==> config.mk <==
export PLATFORM = sky130hd
export DESIGN_NAME = apb_master_bridge
export DESIGN_NICKNAME = d
export VERILOG_FILES = /design/src/rtl/apb_master_bridge.sv
export SDC_FILE = /design/constraint.sdc
export NUM_CORES = 1
export LEC_CHECK = 0
export CORE_UTILIZATION = 34
export DETAILED_ROUTE_END_ITERATION = 16
export SLEW_MARGIN = 20
export SYNTH_ARGS = -nofsm -noshare
export SYNTH_HDL_FRONTEND = slang
export SYNTH_SLANG_ARGS = --single-unit
==> constraint.sdc <==
create_clock -name pclk -period 3.7 [get_ports pclk]
set_input_delay 0.74 -clock pclk [delete_from_list [all_inputs] [get_ports pclk]]
set_output_delay 0.74 -clock pclk [all_outputs]
set_load 0.05 [all_outputs]
==> src/rtl/apb_master_bridge.sv <==
// Single-outstanding APB requester: one command in, one SETUP/ACCESS transfer out,
// one held response back. A pready-less ACCESS phase is aborted after TIMEOUT cycles.
module apb_master_bridge #(
   parameter int ADDR_W        = 8,
   parameter int DATA_W        = 8,
   parameter int TIMEOUT       = 16,
   parameter int RD_SAMPLE_DLY = 1
) (
   input  logic              pclk,
   input  logic              presetn,
   input  logic              cmd_valid,
   output logic              cmd_ready,
   input  logic              cmd_write,
   input  logic [ADDR_W-1:0] cmd_addr,
   input  logic [DATA_W-1:0] cmd_wdata,
   output logic              rsp_valid,
   input  logic              rsp_ready,
   output logic              rsp_write,
   output logic [DATA_W-1:0] rsp_rdata,
   output logic              rsp_err,
   output logic              busy,
   output logic              psel,
   output logic              penable,
   output logic              pwrite,
   output logic [ADDR_W-1:0] paddr,
   output logic [DATA_W-1:0] pwdata,
   input  logic [DATA_W-1:0] prdata,
   input  logic              pready
);
   localparam int CNT_W = $clog2(TIMEOUT) + 1;

   typedef enum logic [2:0] {
      S_IDLE,
      S_SETUP,
      S_ACCESS,
      S_RDLAG,
      S_RESP
   } state_t;

   state_t              state_q;
   logic [CNT_W-1:0]    cnt_q, cnt_d;
   logic [DATA_W-1:0]   rdata_q;
   logic                err_q;
   logic                psel_q, penable_q, pwrite_q;
   logic [ADDR_W-1:0]   paddr_q;
   logic [DATA_W-1:0]   pwdata_q;
   logic                rsp_valid_q, rsp_write_q, rsp_err_q;
   logic [DATA_W-1:0]   rsp_rdata_q;
   logic                accept;

   // A new command may only start once any pending response is gone or leaving now.
   assign cmd_ready = (state_q == S_IDLE) && (!rsp_valid_q || rsp_ready);
   assign accept    = cmd_valid && cmd_ready;
   assign cnt_d     = cnt_q + 1'b1;

   assign busy      = (state_q != S_IDLE);
   assign psel      = psel_q;
   assign penable   = penable_q;
   assign pwrite    = pwrite_q;
   assign paddr     = paddr_q;
   assign pwdata    = pwdata_q;
   assign rsp_valid = rsp_valid_q;
   assign rsp_write = rsp_write_q;
   assign rsp_rdata = rsp_rdata_q;
   assign rsp_err   = rsp_err_q;

   always_ff @(posedge pclk) begin
      if (!presetn) begin
         state_q     <= S_IDLE;
         cnt_q       <= '0;
         rdata_q     <= '0;
         err_q       <= 1'b0;
         psel_q      <= 1'b0;
         penable_q   <= 1'b0;
         pwrite_q    <= 1'b0;
         paddr_q     <= '0;
         pwdata_q    <= '0;
         rsp_valid_q <= 1'b0;
         rsp_write_q <= 1'b0;
         rsp_err_q   <= 1'b0;
         rsp_rdata_q <= '0;
      end else begin
         if (rsp_valid_q && rsp_ready)
            rsp_valid_q <= 1'b0;

         case (state_q)
            S_IDLE: begin
               if (accept) begin
                  state_q   <= S_SETUP;
                  psel_q    <= 1'b1;
                  penable_q <= 1'b0;
                  pwrite_q  <= cmd_write;
                  paddr_q   <= cmd_addr;
                  pwdata_q  <= cmd_wdata;
                  err_q     <= 1'b0;
                  rdata_q   <= '0;
               end
            end
            S_SETUP: begin
               state_q   <= S_ACCESS;
               penable_q <= 1'b1;
               cnt_q     <= '0;
            end
            S_ACCESS: begin
               if (pready) begin
                  psel_q    <= 1'b0;
                  penable_q <= 1'b0;
                  if (!pwrite_q && (RD_SAMPLE_DLY != 0)) begin
                     state_q <= S_RDLAG;
                  end else begin
                     state_q <= S_RESP;
                     if (!pwrite_q)
                        rdata_q <= prdata;
                  end
               end else if (cnt_q == CNT_W'(TIMEOUT - 1)) begin
                  // Counter holds its final value; it is cleared again in SETUP.
                  psel_q    <= 1'b0;
                  penable_q <= 1'b0;
                  err_q     <= 1'b1;
                  state_q   <= S_RESP;
               end else begin
                  cnt_q <= cnt_d;
               end
            end
            S_RDLAG: begin
               rdata_q <= prdata;
               state_q <= S_RESP;
            end
            S_RESP: begin
               rsp_valid_q <= 1'b1;
               rsp_write_q <= pwrite_q;
               rsp_err_q   <= err_q;
               rsp_rdata_q <= err_q ? '0 : rdata_q;
               state_q     <= S_IDLE;
            end
            default: state_q <= S_IDLE;
         endcase
      end
   end
endmodule

# After elaboration in Yosys (flattened, before gate mapping)
# Index checks and enable logic that the tools add are counted.
classes:
  addsub: 1
  mul: 0
  n_div: 0
  magnitude_cmp: 0
  n_eq_ne: 10
  n_shift: 0
  n_mux: 22
  n_bitwise: 0
  reduce_logical: 19
ops:
  columns: ["operator", "n"]
  rows:
  - ["two-way mux 8 bit", 2]
  - ["case mux 8 bit (2 select lines)", 1]
  - ["two-way mux 3 bit", 4]
  - ["case mux 3 bit (4 select lines)", 1]
  - ["two-way mux 5 bit", 2]
  - ["case mux 5 bit (2 select lines)", 1]
  - ["AND reduction 3 bit", 3]
  - ["two-way mux 1 bit", 8]
  - ["inequality test 2 bit (second input constant)", 4]
  - ["nonzero test 2 bit", 4]
  - ["equality test 3 x 2 -> 1 bit (second input constant)", 2]
  - ["AND reduction 2 bit", 3]
  - ["nonzero test 3 bit", 2]
  - ["adder 5 x 1 -> 5 bit (second input constant)", 1]
  - ["equality test 5 x 4 -> 1 bit (second input constant)", 1]
  - ["case mux 1 bit (2 select lines)", 2]
  - ["AND reduction 4 bit", 1]
  - ["equality test 3 x 1 -> 1 bit (second input constant)", 1]
  - ["equality test 3 bit (second input constant)", 1]
  - ["logical AND 1 bit", 3]
  - ["logical NOT 3 bit", 1]
  - ["inequality test 3 bit (second input constant)", 1]
  - ["case mux 1 bit (3 select lines)", 1]
  - ["logical NOT 1 bit", 1]
  - ["logical OR 1 bit", 1]
totals:
  regBits: 47
  latch_bits: 0
  mem_bits_rw: 0
  rom_bits: 0
  in_bits: 30
  mem_count: 0

# Depth between registers and ports, before layout
# Gate-level depths: netlist of run 1.
logic_depth:
  depth_word: 6
  mapped_depth: 7
  mapped_depth_nobuf: 7

# Worst setup path after synthesis of run 1
# OpenSTA, ideal clock, no wires.
synth_timing:
  kind: "register to output"
  from: "reg state_q[2]"
  to: "out cmd_ready"
  arrival_ns: 1.585
  required_ns: 2.960
  setup_slack_ns: 1.375
  stages_incl_launch_ff: 4
  n_path_buf: 1
  cell_sequence: "dfxtp_1 > or3_1 > buf_2 > nor2_1"
synth_via:
  elab_chain_cells: 2
synth_rtl:
  columns: ["element", "line", "rtl"]
  rows:
  - ["start, declared", "40", "state_t state_q;"]
  - ["start signal, assigned", "69", "state_q <= S_IDLE;"]
  - ["start signal, assigned", "89", "state_q <= S_SETUP;"]
  - ["start signal, assigned", "100", "state_q <= S_ACCESS;"]
  - ["logical NOT 3 bit", "52", "assign cmd_ready = (state_q == S_IDLE) && (!rsp_valid_q || rsp_ready);"]
  - ["logical AND 1 bit", "52", null]
  - ["end, declared", "12", "output logic cmd_ready,"]
# Every way passes these cells.

# Worst setup path in the final report of run 1
layout_timing:
  from: "in rsp_ready"
  to: "out cmd_ready"
layout_via:
  elab_chain_cells: 2
layout_rtl:
  columns: ["element", "line", "rtl"]
  rows:
  - ["start, declared", "17", "input logic rsp_ready,"]
  - ["logical OR 1 bit", "52", null]
  - ["logical AND 1 bit", "52", null]
# Every way passes these cells.

==> results.py, run 1 <==
metrics = {
    "run_status": {
        "outcome": "complete, no violations",
    },
    "critical_path": {
        "critPathSlowestCell": "clkdlybuf4s50_1",
        "worstPathMaxFanout": 3,
        "crit_chain": "clkdlybuf4s50_1, nor2b_1, nor2_1, clkdlybuf4s50_1",
        "start_kind": "primary input",
        "crit_path_frequent_cell": "clkdlybuf4s50_1",
        "worstPathArrival_ns": 2.19,
        "critical_path_class": "primary input to output port",
        "max_stage_delay_ns": 0.81,
        "cp-end-kind": "output port",
        "worst_ep_required_time_ns": 2.96,
    },
    "route": {
        "first_iter_violations": 79,
        "firstDrtPassIters": 4,
        "vias_per_cell": 4.766,
        "wl_per_cell_um": 12.53,
        "vias": 1668,
        "drtAntennaViolNets": 0,
        "routed_wl_mm": 4.384,
        "drc": 0,
    },
    "clock_tree": {
        "clockBufferDepth": 2,
        "h-tree-depth": 2,
        "root_buffer": "clkbuf_8",
        "post-cts-setup-buffer-count": 0,
        "ctsHoldBuffers": 0,
        "clkSinkCount": 47,
        "cts_tree": "done",
        "worstSkewPairLatency_ns": 0.30,
        "cts_resized": 0,
        "cts_buffers": 5,
        "clk_pin_slew_ns": 0.08,
    },
    "placed_design": {
        "dpl.cell_count": 342,
        "numPortBuffers": 61,
        "dp_hpwl_mm": 2.880,
        "gp_congestion": 0.8055,
    },
    "floorplanning": {
        "ios": 62,
        "die_height_um": 76.57,
        "initial_core_util": 0.3610,
        "dieWidth_um": 76.57,
        "die_area_mm2": 0.005863,
        "fp-row-count": 26,
        "core_mm2": 0.005238,
    },
    "global_route": {
        "grt_pass1_wl_mm": 7.203,
        "antenna_found_initial": 0,
        "grt_usage": 0.1559,
        "grt_pass1_vias": 1564,
        "grt_overflow_total": 0,
        "grt_max_degree": 38,
    },
    "layout": {
        "final_util": 0.5031,
        "syn_to_final_growth_pct": 39.38,
        "ff_latch_area_um2": 940.9,
        "n_antenna_cell": 0,
        "multi_input_area_um2": 863.3,
        "fin_cells": 350,
        "nets": 311,
        "nFillCells": 523,
        "drive_above_1_share": 0.06071,
    },
    "synth": {
        "syn_area_per_cell_um2": 8.403,
        "synth_cells": 225,
        "yosysWarnings": 0,
        "synth_area_leaders": "dfxtp_1 50%, nand2_1 12%, a21oi_1 10%, nand3b_1 3.6%, nand3_1 2.1%",
        "synth_cell_types": 38,
        "synth_top_area_share": 0.4977,
        "synth_area_mm2": 0.001891,
        "synth_top_area_cell": "dfxtp_1",
        "seq_area_frac_synth": 0.4977,
        "ys_ff_latch": 47,
        "synth.net_count": 257,
    },
    "power": {
        "p_per_area_mw_per_mm2": 456.7,
        "ir_drop_uv": 204.9,
        "leakage_uw": 0.0009119,
    },
    "sta": {
        "skew_ns": 0.005245,
        "rsz0062_at_grt": "no",
        "hold_viol": 0,
        "drv_slew": 0,
        "slew-limit-headroom": 0.4770,
        "period_share": 0.7926,
        "setup_tns_ns": 0,
        "setup_violations": 0,
        "holdWs_ns": 0.4519,
        "fin_crit_ns": 2.932,
        "tightest_slew_ns": 0.7837,
        "fmax_ghz": 0.3410,
    },
    "run": {
        "drv_cap": 0,
    },
    "hold_path": {
        "hold_class": "flip-flop to flip-flop",
    },
}
[through the flow]
step	setup slack [ns]	power, µW	cell area [µm²]
6_report	0.7675	1203	2635
5_1_grt	0.6392	1262	2635
2_1_floorplan	1.375	741.5	1891
3_5_place_dp	0.7659	831.6	2517
4_1_cts	0.7615	1222	2635
3_3_place_gp	0.7730	831.3	2517
[layout by cell type (no fill, tap or decap), types with 2 or more instances in the layout]
| cell | count |
|---|---|
| clkbuf_8 | 6 |
| nand2b_1 | 5 |
| a21oi_1 | 39 |
| nand3_2 | 2 |
| o21ai_0 | 2 |
| nand3b_1 | 9 |
| nand3_1 | 8 |
| xnor2_1 | 3 |
| a21oi_2 | 2 |
| clkdlybuf4s50_1 | 61 |
| nand2_1 | 62 |
| nor2_1 | 8 |
| ha_1 | 2 |
| dfxtp_1 | 47 |
[layout make-up]
| class | instances | area share |
|---|---|---|
| Clock buffer | 6 | 0.03134 |
| Clock inverter | 2 | 0.01330 |
| Inverter | 2 | 0.002849 |
| Multi-Input combinational cell | 161 | 0.3276 |
| Sequential cell | 47 | 0.3571 |
| Tap cell | 70 | 0.03324 |
| Timing Repair Buffer | 62 | 0.2346 |
[path summary, 6_finish.rpt]
kind | from | end | slack (ns) | cells after the start
max reg2reg | cnt_q[0]$_SDFFE_PN0P_ | cnt_q[0]$_SDFFE_PN0P_ | 1.62 | 7
max | rsp_ready | cmd_ready | 0.77 | 4
min reg2reg | rsp_rdata[7]$_SDFFE_PN0P_ | rsp_rdata[7]$_SDFFE_PN0P_ | 0.45 | 2
min | rsp_rdata[7]$_SDFFE_PN0P_ | rsp_rdata[7]$_SDFFE_PN0P_ | 0.45 | 2
[Yosys cell counts]
cell	instances
or3b_1	1
ha_1	2
nor3_1	1
nand3_1	8
nor3b_1	1
buf_4	1
a21oi_1	39
o211a_1	1
nand2b_1	5
and3b_1	1
buf_6	2
o221a_2	1
o22ai_1	1
nor2_1	8
and3_1	1
dfxtp_1	47
o32ai_1	1
clkbuf_1	7
and4_1	1
xnor2_1	3
o21ai_0	2
a2111oi_0	1
nor4bb_1	1
or4b_4	1
nand3_2	2
nand4b_1	1
inv_2	1
or3_1	1
and2_1	1
inv_1	1
nor3b_4	1
nor2b_1	1
nand2_1	62
a211oi_1	1
buf_2	3
buf_1	2
nand3b_1	9
a21oi_2	2
[state kept, by name, summed over array words and instances, names as in the netlist, 3 cells and up]
signal and flops:
pwdata 8, rsp_rdata 8, cnt_q 5, state_q 3, paddr 8, rdata_q 8
[logic make-up (layout without fill, tap and decap cells)]
kind of cell	Yosys count	count (layout)	synth area share
compound gates	49	49	0.1456
xor+xnor	3	3	0.01390
fa+ha+maj	2	2	0.01323
buf+inv	17	72	0.04566
flops	47	47	0.4977
simple gates	107	107	0.2839
[routing by layer]
| layer | up-vias | GRT usage | share of wire |
|---|---|---|---|
| met5 | - | 0 | 0 |
| met4 | 0 | 0.07692 | 0.023 |
| met3 | 8 | 0.05030 | 0.055 |
| met2 | 49 | 0.2333 | 0.41 |
| met1 | 748 | 0.2006 | 0.51 |
| li1 | 863 | - | - |
[power breakdown]
group	switching [µW]	leakage, µW	internal, µW
clock	167	0.0000612	219
combinational	161	0.000468	102
sequential	23.7	0.000382	532
[critical path: cells and delay by family]
kind	cells	cell delay [ns]
and+or+nand+nor	2	0.18
buffers and inverters	2	1.28
(Power assumes the default switching activity.)
==> inputs of run 2 (changes only) <==
==> constraint.sdc (replaced) <==
create_clock -name pclk -period 2.55 [get_ports pclk]
set_input_delay 0.51 -clock pclk [delete_from_list [all_inputs] [get_ports pclk]]
set_output_delay 0.51 -clock pclk [all_outputs]
set_load 0.05 [all_outputs]
==> run 2 against run 1 <==
- first-iteration DRC count fell by 29%
- total power rose by 34%
- sequential power rose by 44%
- global-route usage rose by 0.080 points
- die area did not move
- hold slack got worse by 0.0014 ns
- non-clock buffer count rose by 5
- largest power group unchanged
==> results.py, run 2 (same netlist as run 1, synthesis figures left out) <==
metrics = {
    "clock_tree": {
        "h-tree-depth": 2,
        "clk_pin_slew_ns": 0.08,
        "ctsHoldBuffers": 0,
        "clockBufferDepth": 2,
        "cts_resized": 0,
        "worstSkewPairLatency_ns": 0.29,
        "clkSinkCount": 47,
        "cts_tree": "done",
        "cts_buffers": 5,
        "post-cts-setup-buffer-count": 0,
        "root_buffer": "clkbuf_8",
    },
    "power": {
        "leakage_uw": 0.0009235,
        "ir_drop_uv": 259.3,
        "p_per_area_mw_per_mm2": 608.2,
    },
    "sta": {
        "drv_slew": 0,
        "tightest_slew_ns": 0.5168,
        "rsz0062_at_grt": "no",
        "setup_violations": 0,
        "slew-limit-headroom": 0.6544,
        "fin_crit_ns": 2.428,
        "fmax_ghz": 0.4119,
        "skew_ns": 0.004833,
        "hold_viol": 0,
        "setup_tns_ns": 0,
        "period_share": 0.9522,
    },
    "critical_path": {
        "ff2ff_setup_slack_ns": 0.49,
        "worstPathArrival_ns": 1.92,
        "worst_ep_required_time_ns": 2.04,
        "r2r_cells": 7,
        "worstReg2RegEnd": "cnt_q[0]$_SDFFE_PN0P_",
        "start_kind": "flip-flop",
        "critical_path_class": "flip-flop to output port",
        "cp-end-kind": "output port",
        "r2r_start": "cnt_q[0]$_SDFFE_PN0P_",
        "worstPathMaxFanout": 11,
    },
    "floorplanning": {
        "ios": 62,
        "fp-row-count": 26,
        "initial_core_util": 0.3610,
        "dieWidth_um": 76.57,
        "die_area_mm2": 0.005863,
        "core_mm2": 0.005238,
        "die_height_um": 76.57,
    },
    "route": {
        "wl_per_cell_um": 12.44,
        "first_iter_violations": 56,
        "vias": 1692,
        "drtAntennaViolNets": 0,
        "firstDrtPassIters": 4,
        "drc": 0,
        "routed_wl_mm": 4.392,
        "vias_per_cell": 4.793,
    },
    "global_route": {
        "grt_pass1_vias": 1599,
        "antenna_found_initial": 0,
        "grt_overflow_total": 0,
        "grt_max_degree": 27,
        "grt_usage": 0.1567,
        "grt_pass1_wl_mm": 7.300,
    },
    "placed_design": {
        "numPortBuffers": 61,
        "gp_congestion": 0.8067,
        "dp_hpwl_mm": 2.991,
        "placed_cell_area_mm2": 0.002577,
    },
    "hold_path": {
        "whs_path_depth": 2,
        "hold_class": "flip-flop to flip-flop",
        "hp-start": "rsp_rdata[7]$_SDFFE_PN0P_",
        "hold_end": "rsp_rdata[7]$_SDFFE_PN0P_",
    },
    "layout": {
        "n_antenna_cell": 0,
        "nets": 316,
        "post-route-cell-area_mm2": 0.002650,
        "multi_input_area_um2": 863.3,
        "ff_latch_area_um2": 940.9,
        "nFillCells": 510,
        "syn_to_final_growth_pct": 40.17,
        "final_common_cell": "nand2_1",
        "final_cell_mix": "62 x nand2_1, 60 x clkdlybuf4s50_1, 47 x dfxtp_1",
        "drive_above_1_share": 0.07067,
    },
    "run": {
        "drv_cap": 0,
    },
    "run_status": {
        "outcome": "complete, no violations",
    },
}
==> run 2: changes by cell type in the layout (fill, tap and decap cells not counted), sizes merged <==
cell	before	now
clkdlybuf4s50	61	60
buf	1	7
clkinv	1	0
bufinv	1	0
==> run 2: power by group <==
group | leakage (µW) | switching [µW] | internal [µW]
Combinational | 0.000504 | 243 | 164
Sequential | 0.000382 | 28.8 | 772
Clock | 0.0000371 | 221 | 183
Total | 0.000924 | 492 | 1120
==> run 2: per-layer routing <==
layer	up-vias	track usage	share of wire
met4	0	0.05962	0.0096
met2	44	0.2622	0.46
met5	-	0	0
met3	5	0.04072	0.045
li1	875	-	-
met1	768	0.1919	0.49
==> run 2: through the flow <==
stage	cells	power, µW	worst slack, ns	util	hold slack (ns)
4_1_cts	353	1641	0.1048	0.5060	0.4546
5_1_grt	353	1701	0.04321	0.5060	0.4743
3_5_place_dp	347	1229	0.4006	0.4921	0.4432
6_report	353	1612	0.1220	0.5060	0.4505
3_3_place_gp	347	1227	0.4019	0.4921	0.4374
2_1_floorplan	225	1076	0.4551	-	0.4390
==> run 2: cell type report <==
class	instances	area share
well taps	70	0.03305
flip-flops and latches	47	0.3551
clock buffers	6	0.02738
multi-input cells	161	0.3258
inverters	2	0.002833
repair buffers	67	0.2559
==> run 2: worst max-delay path, stage by stage (launching register included) <==
cell and delay, ns:
dfxtp_1 0.52, or3_1 0.27, clkdlybuf4s50_1 0.84
==> run 2: worst max-delay path by stage <==
stage | slack [ns] | endpoint | cells after the start | from
finish | 0.12 | busy | 2 | state_q[0]$_SDFFE_PN0P_
global route | 0.04 | busy | 2 | state_q[0]$_SDFFE_PN0P_
CTS | 0.10 | busy | 2 | state_q[0]$_SDFFE_PN0P_
detailed placement | 0.40 | cnt_q[0]$_SDFFE_PN0P_ | 5 | pready
global placement | 0.40 | cnt_q[3]$_SDFFE_PN0P_ | 5 | pready
floorplan | 0.46 | cmd_ready | 3 | state_q[2]$_SDFFE_PN0P_
